$ cat config.mk
export PLATFORM = sky130hd
export DESIGN_NAME = hight_ctrl
export DESIGN_NICKNAME = d
export VERILOG_FILES = /design/src/rtl/hight_ctrl.sv
export SDC_FILE = /design/constraint.sdc
export NUM_CORES = 1
export LEC_CHECK = 0
export ABC_AREA = 1
export CAP_MARGIN = 10
export CORE_AREA = 2 2 203 205
export CTS_CLUSTER_DIAMETER = 100
export DETAILED_ROUTE_END_ITERATION = 16
export DIE_AREA = 0 0 205 207
export GPL_ROUTABILITY_DRIVEN = 1
export PLACE_DENSITY = 0.68
export SLEW_MARGIN = 0
export SYNTH_ARGS = -nofsm -noshare
export SYNTH_HDL_FRONTEND = slang
export SYNTH_SLANG_ARGS = --single-unit
$ cat constraint.sdc
create_clock -name clk -period 1.9 [get_ports clk]
set_input_delay 0.475 -clock clk [delete_from_list [all_inputs] [get_ports clk]]
set_output_delay 0.475 -clock clk [all_outputs]
set_load 0.02 [all_outputs]
$ cat src/rtl/hight_ctrl.sv
`default_nettype none
// ============================================================================
// Module   : hight_ctrl
// Purpose  : Host-side driver for the hight cipher core. Loads a 128-bit
//            master key, sequences the key schedule handshake, issues one
//            64-bit block at a time and buffers results in a 2-entry FIFO.
// Options  : HIGHT_CTRL_WDT_EN - enables a RUN-state watchdog that aborts a
//            block after WDT_CYCLES cycles without a core response.
// Revision : 1.0 - initial release
// ============================================================================
module hight_ctrl #(
  parameter int WDT_CYCLES = 64
) (
  input  logic         clk,
  input  logic         rstn,
  input  logic         s_key_valid,
  input  logic [127:0] s_key,
  output logic         s_key_ready,
  input  logic         s_valid,
  input  logic         s_op,
  input  logic [63:0]  s_data,
  output logic         s_ready,
  output logic         m_valid,
  output logic [63:0]  m_data,
  input  logic         m_ready,
  output logic         key_ok,
  output logic         err,
  output logic         o_mk_rdy,
  output logic [127:0] o_mk,
  output logic         o_post_rdy,
  output logic         o_op,
  output logic         o_text_val,
  output logic [63:0]  o_text_in,
  input  logic         i_text_done,
  input  logic [63:0]  i_text_out,
  input  logic         i_rdy
);

  typedef enum logic [2:0] {
    NOKEY  = 3'd0,
    KSCHED = 3'd1,
    POST   = 3'd2,
    IDLE   = 3'd3,
    RUN    = 3'd4
  } state_t;

  state_t      state;
  logic        ks_first;   // first KSCHED cycle: core o_rdy not yet meaningful
  logic [1:0]  count;      // FIFO occupancy
  logic [63:0] tail;       // second FIFO entry (head lives in m_data)
  logic        key_acc;
  logic        blk_acc;
  logic        push;
  logic        pop;

`ifdef HIGHT_CTRL_WDT_EN
  localparam logic [15:0] WDT_LAST = 16'(WDT_CYCLES - 1);
  logic [15:0] wdt_cnt;
`else
  logic wdt_unused;
  assign wdt_unused = (WDT_CYCLES > 0);
`endif

  // Handshake qualifiers; a pending key offer always wins over a block.
  assign s_key_ready = i_rdy && ((state == NOKEY) || (state == IDLE));
  assign s_ready     = (state == IDLE) && i_rdy && !s_key_valid && (count < 2'd2);
  assign key_acc     = s_key_valid && s_key_ready;
  assign blk_acc     = s_valid && s_ready;
  assign push        = (state == RUN) && i_text_done;
  assign pop         = m_valid && m_ready;
  assign m_valid     = (count != 2'd0);

  // Control FSM with registered core-facing outputs and status flags.
  always_ff @(posedge clk or negedge rstn) begin
    if (!rstn) begin
      state      <= NOKEY;
      ks_first   <= 1'b0;
      key_ok     <= 1'b0;
      err        <= 1'b0;
      o_mk_rdy   <= 1'b0;
      o_mk       <= '0;
      o_post_rdy <= 1'b0;
      o_op       <= 1'b0;
      o_text_val <= 1'b0;
      o_text_in  <= '0;
`ifdef HIGHT_CTRL_WDT_EN
      wdt_cnt    <= '0;
`endif
    end else begin
      o_mk_rdy   <= 1'b0;
      o_post_rdy <= 1'b0;
      o_text_val <= 1'b0;
      // A done outside RUN has no block to belong to: flag and discard.
      if (i_text_done && (state != RUN)) begin
        err <= 1'b1;
      end
      case (state)
        NOKEY, IDLE: begin
          if (key_acc) begin
            o_mk     <= s_key;
            o_mk_rdy <= 1'b1;
            key_ok   <= 1'b0;
            ks_first <= 1'b1;
            state    <= KSCHED;
          end else if (blk_acc) begin
            o_text_in  <= s_data;
            o_op       <= s_op;
            o_text_val <= 1'b1;
            state      <= RUN;
`ifdef HIGHT_CTRL_WDT_EN
            wdt_cnt    <= '0;
`endif
          end
        end
        KSCHED: begin
          ks_first <= 1'b0;
          if (!ks_first && i_rdy) begin
            o_post_rdy <= 1'b1;
            key_ok     <= 1'b1;
            state      <= POST;
          end
        end
        POST: begin
          state <= IDLE;
        end
        RUN: begin
          if (i_text_done) begin
            state <= IDLE;
`ifdef HIGHT_CTRL_WDT_EN
          end else if (wdt_cnt == WDT_LAST) begin
            // Core went silent: abandon the block and force a key reload.
            err    <= 1'b1;
            key_ok <= 1'b0;
            state  <= NOKEY;
          end else begin
            wdt_cnt <= wdt_cnt + 16'd1;
`endif
          end
        end
        default: begin
          state <= NOKEY;
        end
      endcase
    end
  end

  // Two-entry result FIFO; the head register drives m_data directly.
  always_ff @(posedge clk or negedge rstn) begin
    if (!rstn) begin
      count  <= 2'd0;
      m_data <= '0;
      tail   <= '0;
    end else begin
      if (push && pop) begin
        if (count == 2'd1) begin
          m_data <= i_text_out;
        end else begin
          m_data <= tail;
          tail   <= i_text_out;
        end
      end else if (push) begin
        if (count == 2'd0) begin
          m_data <= i_text_out;
        end else begin
          tail <= i_text_out;
        end
        count <= count + 2'd1;
      end else if (pop) begin
        if (count == 2'd2) begin
          m_data <= tail;
        end
        count <= count - 2'd1;
      end
    end
  end

endmodule
`default_nettype wire

==> flow_summary.ini, run 1 <==
[detailed_routing]
wl_met3_um = 4440
drt-met1-wl_um = 19500
vias_per_cell = 4.74
drc_errors = 0
routed.top_layer = met4
antenna_left = 0
drtIter0Drc = 761
vias = 13500
wirelength_um = 51800
routedWlPerCell_um = 18.2
wl_met2_um = 25200
dr.pass1.iters = 5

[logic_synthesis]
yosysSeqAreaShare_pct = 60.1
synth-seq-cells = 332
synth_area_leader_cell = dfrtp_1
synth_warnings = 0
ys_types = 22
syn_inst = 1656
syn-cell-area_mm2 = 0.0138
yosysTopAreaCellShare_pct = 60.1
synth_nets = 1926
syn_area_per_cell_um2 = 8.35
synthTopCellsByArea = dfrtp_1, nand2_1, nand3_1, inv_1, o21ai_0

[placement]
hpwl_um = 33100
place_inst = 2718
port_buffers = 528
gp_congestion = 0.918

[finish]
final_nets = 2552
final_cells = 2843
fillers = 3516
drive_above_1_share_pct = 16.1
area_growth_pct = 66.5
finish.utilization_pct = 57.0

[cts]
insertion_delay_ns = 0.53
cts-root-buf = clkbuf_16
cts_tree = done
cts.reportedPaths.clkPinSlew_ns = 0.06
clock_sinks = 332
cts_buffer_depth = 3
cts_max_level = 2
cts_buffers = 39

[worst_setup_path]
crit_path_max_incr_delay_ns = 0.36
crit_fanout = 8
cp-end-kind = flip-flop
critPathBufInv = 7
crit_arrival_ns = 2.55
cp_top_family = buffers and inverters
required_ns = 2.31
start_kind = flip-flop
critPathKind = flip-flop to flip-flop
crit_path_top_delay_cell = dfrtp_1
crit_chain = buf_6 > inv_4 > ha_4 > inv_2 > nand2_2 > buf_6 > ha_4 > nand2_2 > nand2_2 > a21oi_4 > buf_6 > clkinv_8 > buf_16 > nand2_1 > nand2_1

[floorplanning]
core-area_mm2 = 0.0404
initial_core_util_pct = 34.2
die_area_mm2 = 0.0424
ios = 529
die_w_um = 205
row_count = 74
die_y_um = 207

[power_and_ir_drop]
p_comb_share_pct = 43.1
irDropWorstVdd_uv = 895
p_seq_share_pct = 35.1
p_sw_mw = 13.7
clock_power_share_pct = 21.8
leakagePower_nw = 12.0
swShare_pct = 39.5
p_int_mw = 21.0
power_density_mw_per_mm2 = 1510
p_total_mw = 34.7

[grt]
grt_usage_pct = 22.8
antenna_found_initial = 1
grt_pass1_wl_um = 75900
gr-total-overflow = 0
grt_pass1_vias = 13700
grt_max_degree = 102

[sta]
finalSetupViolCount = 129
fin_crit_sh_pct = 113
final.setup_skew_ns = 0.00968
finalHoldViolCount = 0
finalMaxSlewViolations = 0
slew_headroom_pct = 59.9
rsz0062_at_grt = yes
fmax_mhz = 467
worst_slack_ns = -0.240
worstMarginPinSlew_ns = 0.602
period_minus_slack_ns = 2.14
setup_tns_ns = -12.43

[worst_hold_path]
worst_hold_path_type = flip-flop to flip-flop

[job]
maxCapViolCount = 0

[outcome]
status = complete, but fails checks
violations = negative setup slack
[synth_stat cells]
cell type,instances
o21ai_0,70
nand2_4,1
clkbuf_1,13
dfrtp_1,332
buf_4,13
nor3_2,1
nor2_4,1
buf_2,56
nand2_1,858
nand3_1,136
inv_2,5
nand2_2,3
xnor2_1,1
buf_6,7
a21oi_4,1
inv_1,143
a21oi_1,2
xor2_1,1
o21bai_1,1
nor2_1,3
ha_1,6
nor2_2,2
[cell type report]
type | instances | area [um2] | share of cell area [%]
Sequential cell | 332 | 8310 | 36.1
Timing Repair Buffer | 672 | 7030 | 30.5
Multi-Input combinational cell | 1088 | 5130 | 22.3
Clock buffer | 55 | 1170 | 5.08
Tap cell | 532 | 666 | 2.89
Inverter | 148 | 574 | 2.49
Clock inverter | 14 | 130 | 0.565
Timing Repair inverter | 1 | 8.76 | 0.0380
Antenna cell | 1 | 2.50 | 0.0109
[repair_timing]
item | 4_1_cts | 5_1_grt
hold endpoints to repair | 40 | 0
hold buffers | 1 | 0
resized for setup | 353 | 207
gates cloned | 15 | 16
pin swaps | 3 | 55
setup endpoints to repair | 392 | 130
setup buffers | 21 | 10
[per-stage QoR]
stage               worst slack (ns)  cell area [um2]  hold slack (ns)
finish                        -0.240            23000            0.471
global route                  -0.297            23000            0.457
CTS                           -0.163            22100            0.432
detailed placement            -0.542            20300            0.464
global placement              -0.535            20300            0.461
floorplan                     0.0337            13800            0.179
[kinds of logic after synthesis]
group	synth area share, %
XOR/XNOR	0.127
buffers and inverters	7.68
adder cells (fa/ha/maj)	0.543
flip-flops	60.1
AND/OR/NAND/NOR	28.8
AO/OA/AOI/OAI	2.78
[metal layers]
layer	GRT usage, %	vias up
met5	0	-
met4	10.9	0
met3	6.89	170
met2	37.6	617
met1	27.2	6396
li1	-	6290
[final timing paths]
| kind | to | slack [ns] | startpoint | cells past startpoint |
|---|---|---|---|---|
| min in group asynchronous | m_data[33] | 0.48 | rstn | 2 |
| max in group asynchronous | tail[12] | 0.74 | rstn | 3 |
| max | m_data[22] | -0.24 | count[1] | 15 |
| min reg2reg | o_mk[99] | 0.47 | o_mk[99] | 2 |
| max reg2reg | m_data[22] | -0.24 | count[1] | 15 |
| min | o_mk[99] | 0.47 | o_mk[99] | 2 |
[flip-flops by register name, summed over array words and instances, names as in the netlist, 2 cells and up]
signal / count
o_mk: 128
state: 3
o_text_in: 64
count: 2
tail: 64
m_data: 64
[tightest hold or removal path, delay by kind of cell (launching register included)]
kind	cells	cell delay [ns]
DFF	1	0.33
and+or+nand+nor	2	0.11
[layout by cell type (no fill, tap or decap), types with 2 or more instances in the layout]
cell             count
o21ai_0             31
nor2_4               4
inv_2                8
clkinv_2            10
clkbuf_16           55
ha_1                 2
inv_4                2
dlygate4sd2_1      262
buf_6               18
nand2_8              2
bufinv_16            2
nand3_4              3
nor2_1               2
ha_4                 4
clkbuf_1             5
dfrtp_1            329
buf_8               11
nand3_2             27
dfrtp_2              3
clkdlybuf4s50_1    262
inv_1              136
buf_16              12
nand2_2             64
buf_12              29
nand3_1            106
o21ai_2             11
o21ai_1             27
buf_4               63
nand2_1            771
clkbuf_8             9
clkinv_4             2
a21oi_1              2
nand2_4             26
[power groups by stage]
| stage | sequential, mW | combinational (mW) | clock [mW] |
|---|---|---|---|
| finish | 12.2 | 14.9 | 7.55 |
| global route | 12.5 | 16.1 | 8.03 |
| CTS | 12.0 | 14.3 | 7.72 |
| detailed placement | 12.1 | 15.2 | 0 |
| global placement | 12.1 | 15.0 | 0 |
| floorplan | 15.1 | 4.08 | 0 |
(Power assumes the default switching activity.)
==> run 2: changes to the inputs <==
--- a/config.mk
+++ b/config.mk
@@ -9,9 +9,12 @@
 export CAP_MARGIN = 10
 export CORE_AREA = 2 2 203 205
 export CTS_CLUSTER_DIAMETER = 100
+export CTS_CLUSTER_SIZE = 10
 export DETAILED_ROUTE_END_ITERATION = 16
 export DIE_AREA = 0 0 205 207
 export GPL_ROUTABILITY_DRIVEN = 1
+export GPL_TIMING_DRIVEN = 1
+export MAX_ROUTING_LAYER = met4
 export PLACE_DENSITY = 0.68
 export SLEW_MARGIN = 0
 export SYNTH_ARGS = -nofsm -noshare
==> run 2 against run 1 <==
Effect of this change:
- combinational power about the same
- non-clock buffer count is 14 higher
- clock power shrank 14%
- via count increased by 0.87%
- the flow still finishes with violations (negative setup slack)
- die area stayed put
- cell area rose by 0.51%
- clock-buffer cell count shrank 16
- largest power group unchanged
- utilization rose by 0.29 points
- sequential cell count did not move
==> flow_summary.ini, run 2 (synthesized netlist as in run 1, its figures left out) <==
[detailed_routing]
dr.pass1.iters = 5
drc_errors = 0
routedWlPerCell_um = 18.7
vias = 13600
wirelength_um = 52900
antenna_left = 0
drtIter0Drc = 763
vias_per_cell = 4.80

[worst_hold_path]
hp-start = s_key[119]
hold_depth = 3
worst_hold_path_type = input port to flip-flop
min_to = o_mk[119]

[worst_setup_path]
cp-end-kind = flip-flop
reg2reg_from = state[1]
rr_endpoint = m_data[7]
start_kind = flip-flop
critPathKind = flip-flop to flip-flop
required_ns = 2.38
crit_fanout = 6
ff2ff_path_depth = 14
crit_arrival_ns = 2.57
r2r_slack_ns = -0.18

[grt]
grt_pass1_wl_um = 79700
grt_max_degree = 102
gr-total-overflow = 0
grt_pass1_vias = 14200
antenna_found_initial = 1
grt_usage_pct = 24.8

[sta]
finalMaxSlewViolations = 0
fmax_mhz = 480
fin_crit_sh_pct = 110
period_minus_slack_ns = 2.08
worst_slack_ns = -0.183
setup_tns_ns = -13.23
rsz0062_at_grt = yes
finalHoldViolCount = 0
finalSetupViolCount = 131
slew_headroom_pct = 59.4
worstMarginPinSlew_ns = 0.609
final.setup_skew_ns = 0.0115

[cts]
cts.reportedPaths.clkPinSlew_ns = 0.06
insertion_delay_ns = 0.55
cts-root-buf = clkbuf_16
cts_buffer_depth = 3
cts_max_level = 2
cts_tree = done
clock_sinks = 332
cts_buffers = 39

[job]
maxCapViolCount = 0

[floorplanning]
row_count = 74
ios = 529
core-area_mm2 = 0.0404
die_w_um = 205
die_y_um = 207
initial_core_util_pct = 34.2
die_area_mm2 = 0.0424

[power_and_ir_drop]
irDropWorstVdd_uv = 882
leakagePower_nw = 12.2
power_density_mw_per_mm2 = 1450

[finish]
final_cell_mix = nand2_1, dfrtp_1, clkdlybuf4s50_1, dlygate4sd2_1, inv_1
largest_reg_flops = 128
final_nets = 2566
drive_above_1_share_pct = 17.6
fillers = 3508
finish.utilization_pct = 57.3
area_growth_pct = 67.4
regMostFlops = o_mk
final_common_cell = nand2_1

[outcome]
status = complete, but fails checks
violations = negative setup slack

[placement]
gp_congestion = 0.934
port_buffers = 528
hpwl_um = 33100
pre_cts_slack_ns = -0.542
-- run 2: worst max-delay path by stage --
stage	startpoint	end	depth (start not counted)
final	state[1]	m_data[7]	14
after global routing	state[1]	m_data[7]	14
after CTS	state[0]	s_ready	5
after detailed placement	i_rdy	s_ready	6
after global placement	i_rdy	s_ready	6
after floorplan	count[1]	tail[10]	12
-- run 2: power by group --
| group | internal, mW | total (mW) | switching (mW) |
|---|---|---|---|
| Sequential | 10.3 | 12.1 | 1.74 |
| Clock | 3.64 | 6.53 | 2.88 |
| Combinational | 6.03 | 14.9 | 8.88 |
-- run 2: worst max-delay path, cell delays in order (launching register included) --
cell and delay [ns]:
dfrtp_2 0.45, nor2_4 0.14, nand2_4 0.08, nor2_4 0.15
buf_12 0.12, ha_4 0.15, inv_2 0.05, nand2_4 0.11
buf_12 0.13, nand2_8 0.09, buf_12 0.15, buf_16 0.14
nand2_1 0.08, nand3_1 0.09, nand2_1 0.07
-- run 2: final cells by class --
cell class	count	area [um2]	share of cell area, %
timing repair inverter	1	11.3	0.0487
timing repair buffer	686	7260	31.4
inverter	148	572	2.47
tap	532	666	2.88
clock inverter	4	35.0	0.151
clock buffer	39	976	4.22
antenna	1	2.50	0.0108
multi-input combinational	1088	5310	22.9
sequential	332	8310	35.9
-- run 2: timing repair --
action | CTS | global route
pin swaps | 32 | 34
endpoints found under the hold margin | 40 | 0
endpoints found under the setup margin | 392 | 131
gates cloned | 28 | 7
buffers inserted | 26 | 20
gates resized for setup | 429 | 201
hold buffers | 1 | 0
-- run 2: per-layer routing --
metal  vias to the layer above  routed length (um)  track usage (%)
li1                       6283                   -                -
met3                       121                3600             4.94
met4                         0                1970             9.28
met5                         -                   0                -
met2                       574               26500             41.4
met1                      6612               20800             29.6
-- run 2: stage by stage --
stage,cells,cell area [um2],hold WS (ns),power (mW)
5_1_grt,2831,23100,0.442,35.5
3_3_place_gp,2718,20300,0.461,27.1
3_5_place_dp,2718,20300,0.464,27.3
2_1_floorplan,1656,13800,0.179,19.2
4_1_cts,2816,22500,0.420,32.9
6_report,2831,23100,0.456,33.5
==> run 3: changes to the inputs <==
--- a/config.mk
+++ b/config.mk
@@ -8,12 +8,11 @@
 export ABC_AREA = 1
 export CAP_MARGIN = 10
 export CORE_AREA = 2 2 203 205
-export CTS_CLUSTER_DIAMETER = 100
 export CTS_CLUSTER_SIZE = 10
 export DETAILED_ROUTE_END_ITERATION = 16
 export DIE_AREA = 0 0 205 207
 export GPL_ROUTABILITY_DRIVEN = 1
-export GPL_TIMING_DRIVEN = 1
+export GPL_TIMING_DRIVEN = 0
 export MAX_ROUTING_LAYER = met4
 export PLACE_DENSITY = 0.68
 export SLEW_MARGIN = 0
==> run 3 against run 2 <==
Effect of this change:
- the flow still finishes with violations (negative setup slack)
- sequential share of layout area shrank 0.97 points
- register-to-register slack is essentially flat
- global-route usage grew 0.50 points
- total power grew 1.1%
- wire length grew 0.54%
- clock power grew 3%
- die area is the same
- hold slack gained 0.0042 ns
- sequential power is essentially flat
- clock-buffer cell count grew 7
- non-clock buffer count grew 19
- clock skew grew 0.0065 ns
- critical path type is now flip-flop to output port
- largest power group unchanged
==> flow_summary.ini, run 3 (synthesized netlist as in run 1, its figures left out) <==
[power_and_ir_drop]
power_density_mw_per_mm2 = 1430
leakagePower_nw = 12.6
p_total_mw = 33.9
irDropWorstVdd_uv = 840

[cts]
cts_tree = done
insertion_delay_ns = 0.55
cts_max_level = 2
cts-root-buf = clkbuf_16
cts.reportedPaths.clkPinSlew_ns = 0.06
cts_buffer_depth = 3
cts_buffers = 40
clock_sinks = 332

[finish]
final_common_cell = nand2_1
finish.utilization_pct = 58.9
fillers = 3447
final_cell_mix = nand2_1, dfrtp_1, dlygate4sd2_1
drive_above_1_share_pct = 22.0
multi_input_area_mm2 = 0.00584
final_cells = 2858
area_growth_pct = 72.0
regMostFlops = o_mk
regArea_mm2 = 0.00831
largest_reg_flops = 128
final_nets = 2586

[worst_setup_path]
crit_chain = buf_4 > buf_6 > inv_2 > nand2_2 > nand3_4 > nor2_4 > buf_6
r2r_slack_ns = -0.18
crit_arrival_ns = 1.61
required_ns = 1.42
crit_path_top_delay_cell = dfrtp_2
crit_fanout = 4
ff2ff_path_depth = 14
cp-end-kind = output port
cpMostUsedCell = buf_6
critPathKind = flip-flop to output port
crit_path_max_incr_delay_ns = 0.44
start_kind = flip-flop
rr_endpoint = m_data[25]
reg2reg_from = state[1]

[job]
maxCapViolCount = 0

[placement]
hpwl_um = 34600
place_inst = 2718
port_buffers = 528
gp_congestion = 0.884

[detailed_routing]
vias = 13700
routedWlPerCell_um = 18.6
drtIter0Drc = 816
drc_errors = 0
wirelength_um = 53100
antenna_left = 0
dr.pass1.iters = 6
vias_per_cell = 4.79

[sta]
rsz0062_at_grt = yes
worst_slack_ns = -0.183
finalHoldViolCount = 0
fin_crit_sh_pct = 110
final.setup_skew_ns = 0.0181
finalSetupViolCount = 130
worstMarginPinSlew_ns = 0.641
period_minus_slack_ns = 2.08
finalMaxSlewViolations = 0
slew_headroom_pct = 57.2
hold_ws_ns = 0.460
setup_tns_ns = -15.59
fmax_mhz = 480

[floorplanning]
initial_core_util_pct = 34.2
ios = 529
core-area_mm2 = 0.0404
die_area_mm2 = 0.0424
die_w_um = 205
die_y_um = 207
row_count = 74

[grt]
gr-total-overflow = 0
antenna_found_initial = 3
grt_pass1_wl_um = 81300
grt_max_degree = 119
grt_pass1_vias = 14300
grt_usage_pct = 25.3

[worst_hold_path]
hp-start = s_data[11]
min_to = o_text_in[11]
worst_hold_path_type = input port to flip-flop
hold_depth = 3

[outcome]
violations = negative setup slack
status = complete, but fails checks
## run 3: changes by cell type in the layout (fill, tap and decap cells not counted), sizes merged, moves of 2 or more
cell    before  now
buf        152  157
bufbuf       4    1
clkbuf      44   68
diode        1    3
inv        151  148
## run 3: final cells by class
cell class | count | share of cell area (%)
tap | 532 | 2.80
timing repair buffer | 618 | 26.8
sequential | 332 | 35.0
buffer | 87 | 3.98
clock inverter | 3 | 0.0789
multi-input combinational | 1089 | 24.6
inverter | 148 | 2.39
clock buffer | 46 | 4.44
antenna | 3 | 0.0316
## run 3: worst max-delay path by stage
stage	start	end	slack [ns]	cells past startpoint
after floorplan	count[1]	tail[10]	0.03	12
after global placement	rstn	o_mk[8]	-14.22	1
after detailed placement	i_text_done	m_data[4]	-0.83	11
after CTS	state[0]	m_data[51]	-0.20	14
after global routing	state[1]	m_data[21]	-0.32	14
final	state[1]	s_key_ready	-0.18	7
## run 3: per-stage QoR
step           setup slack (ns)  cell area (um2)
2_1_floorplan            0.0337            13800
3_3_place_gp             -14.22            19800
3_5_place_dp             -0.832            19800
4_1_cts                  -0.196            23200
5_1_grt                  -0.322            23800
6_report                 -0.183            23800
## run 3: layer usage
metal	vias up	routed length (um)	part of all wire [%]	global-route usage [%]
li1	6366	-	-	-
met3	119	3020	5.7	4.69
met2	482	26900	51	42.7
met5	-	0	0	-
met4	0	1850	3.5	9.10
met1	6715	21300	40	30.2
## run 3: worst max-delay path, delay by kind of cell, from the launching register on
kind                   cells  cell delay (ns)
flip-flops                 1             0.44
buffers and inverters      4             0.45
AND/OR/NAND/NOR            3             0.19
## run 3: timing repair
action                     CTS  global route
resized for setup          733           174
setup endpoints to repair  393           368
gates cloned                37             0
hold endpoints to repair     3             0
pin swaps                   87            72
setup buffers               47            11
hold buffers                 1             0
## run 3: power breakdown
| part | internal [mW] | total (mW) | switching, mW |
|---|---|---|---|
| combinational | 6.07 | 15.1 | 9.08 |
| clock | 3.87 | 6.73 | 2.86 |
| sequential | 10.3 | 12.0 | 1.67 |
| total | 20.3 | 33.9 | 13.6 |
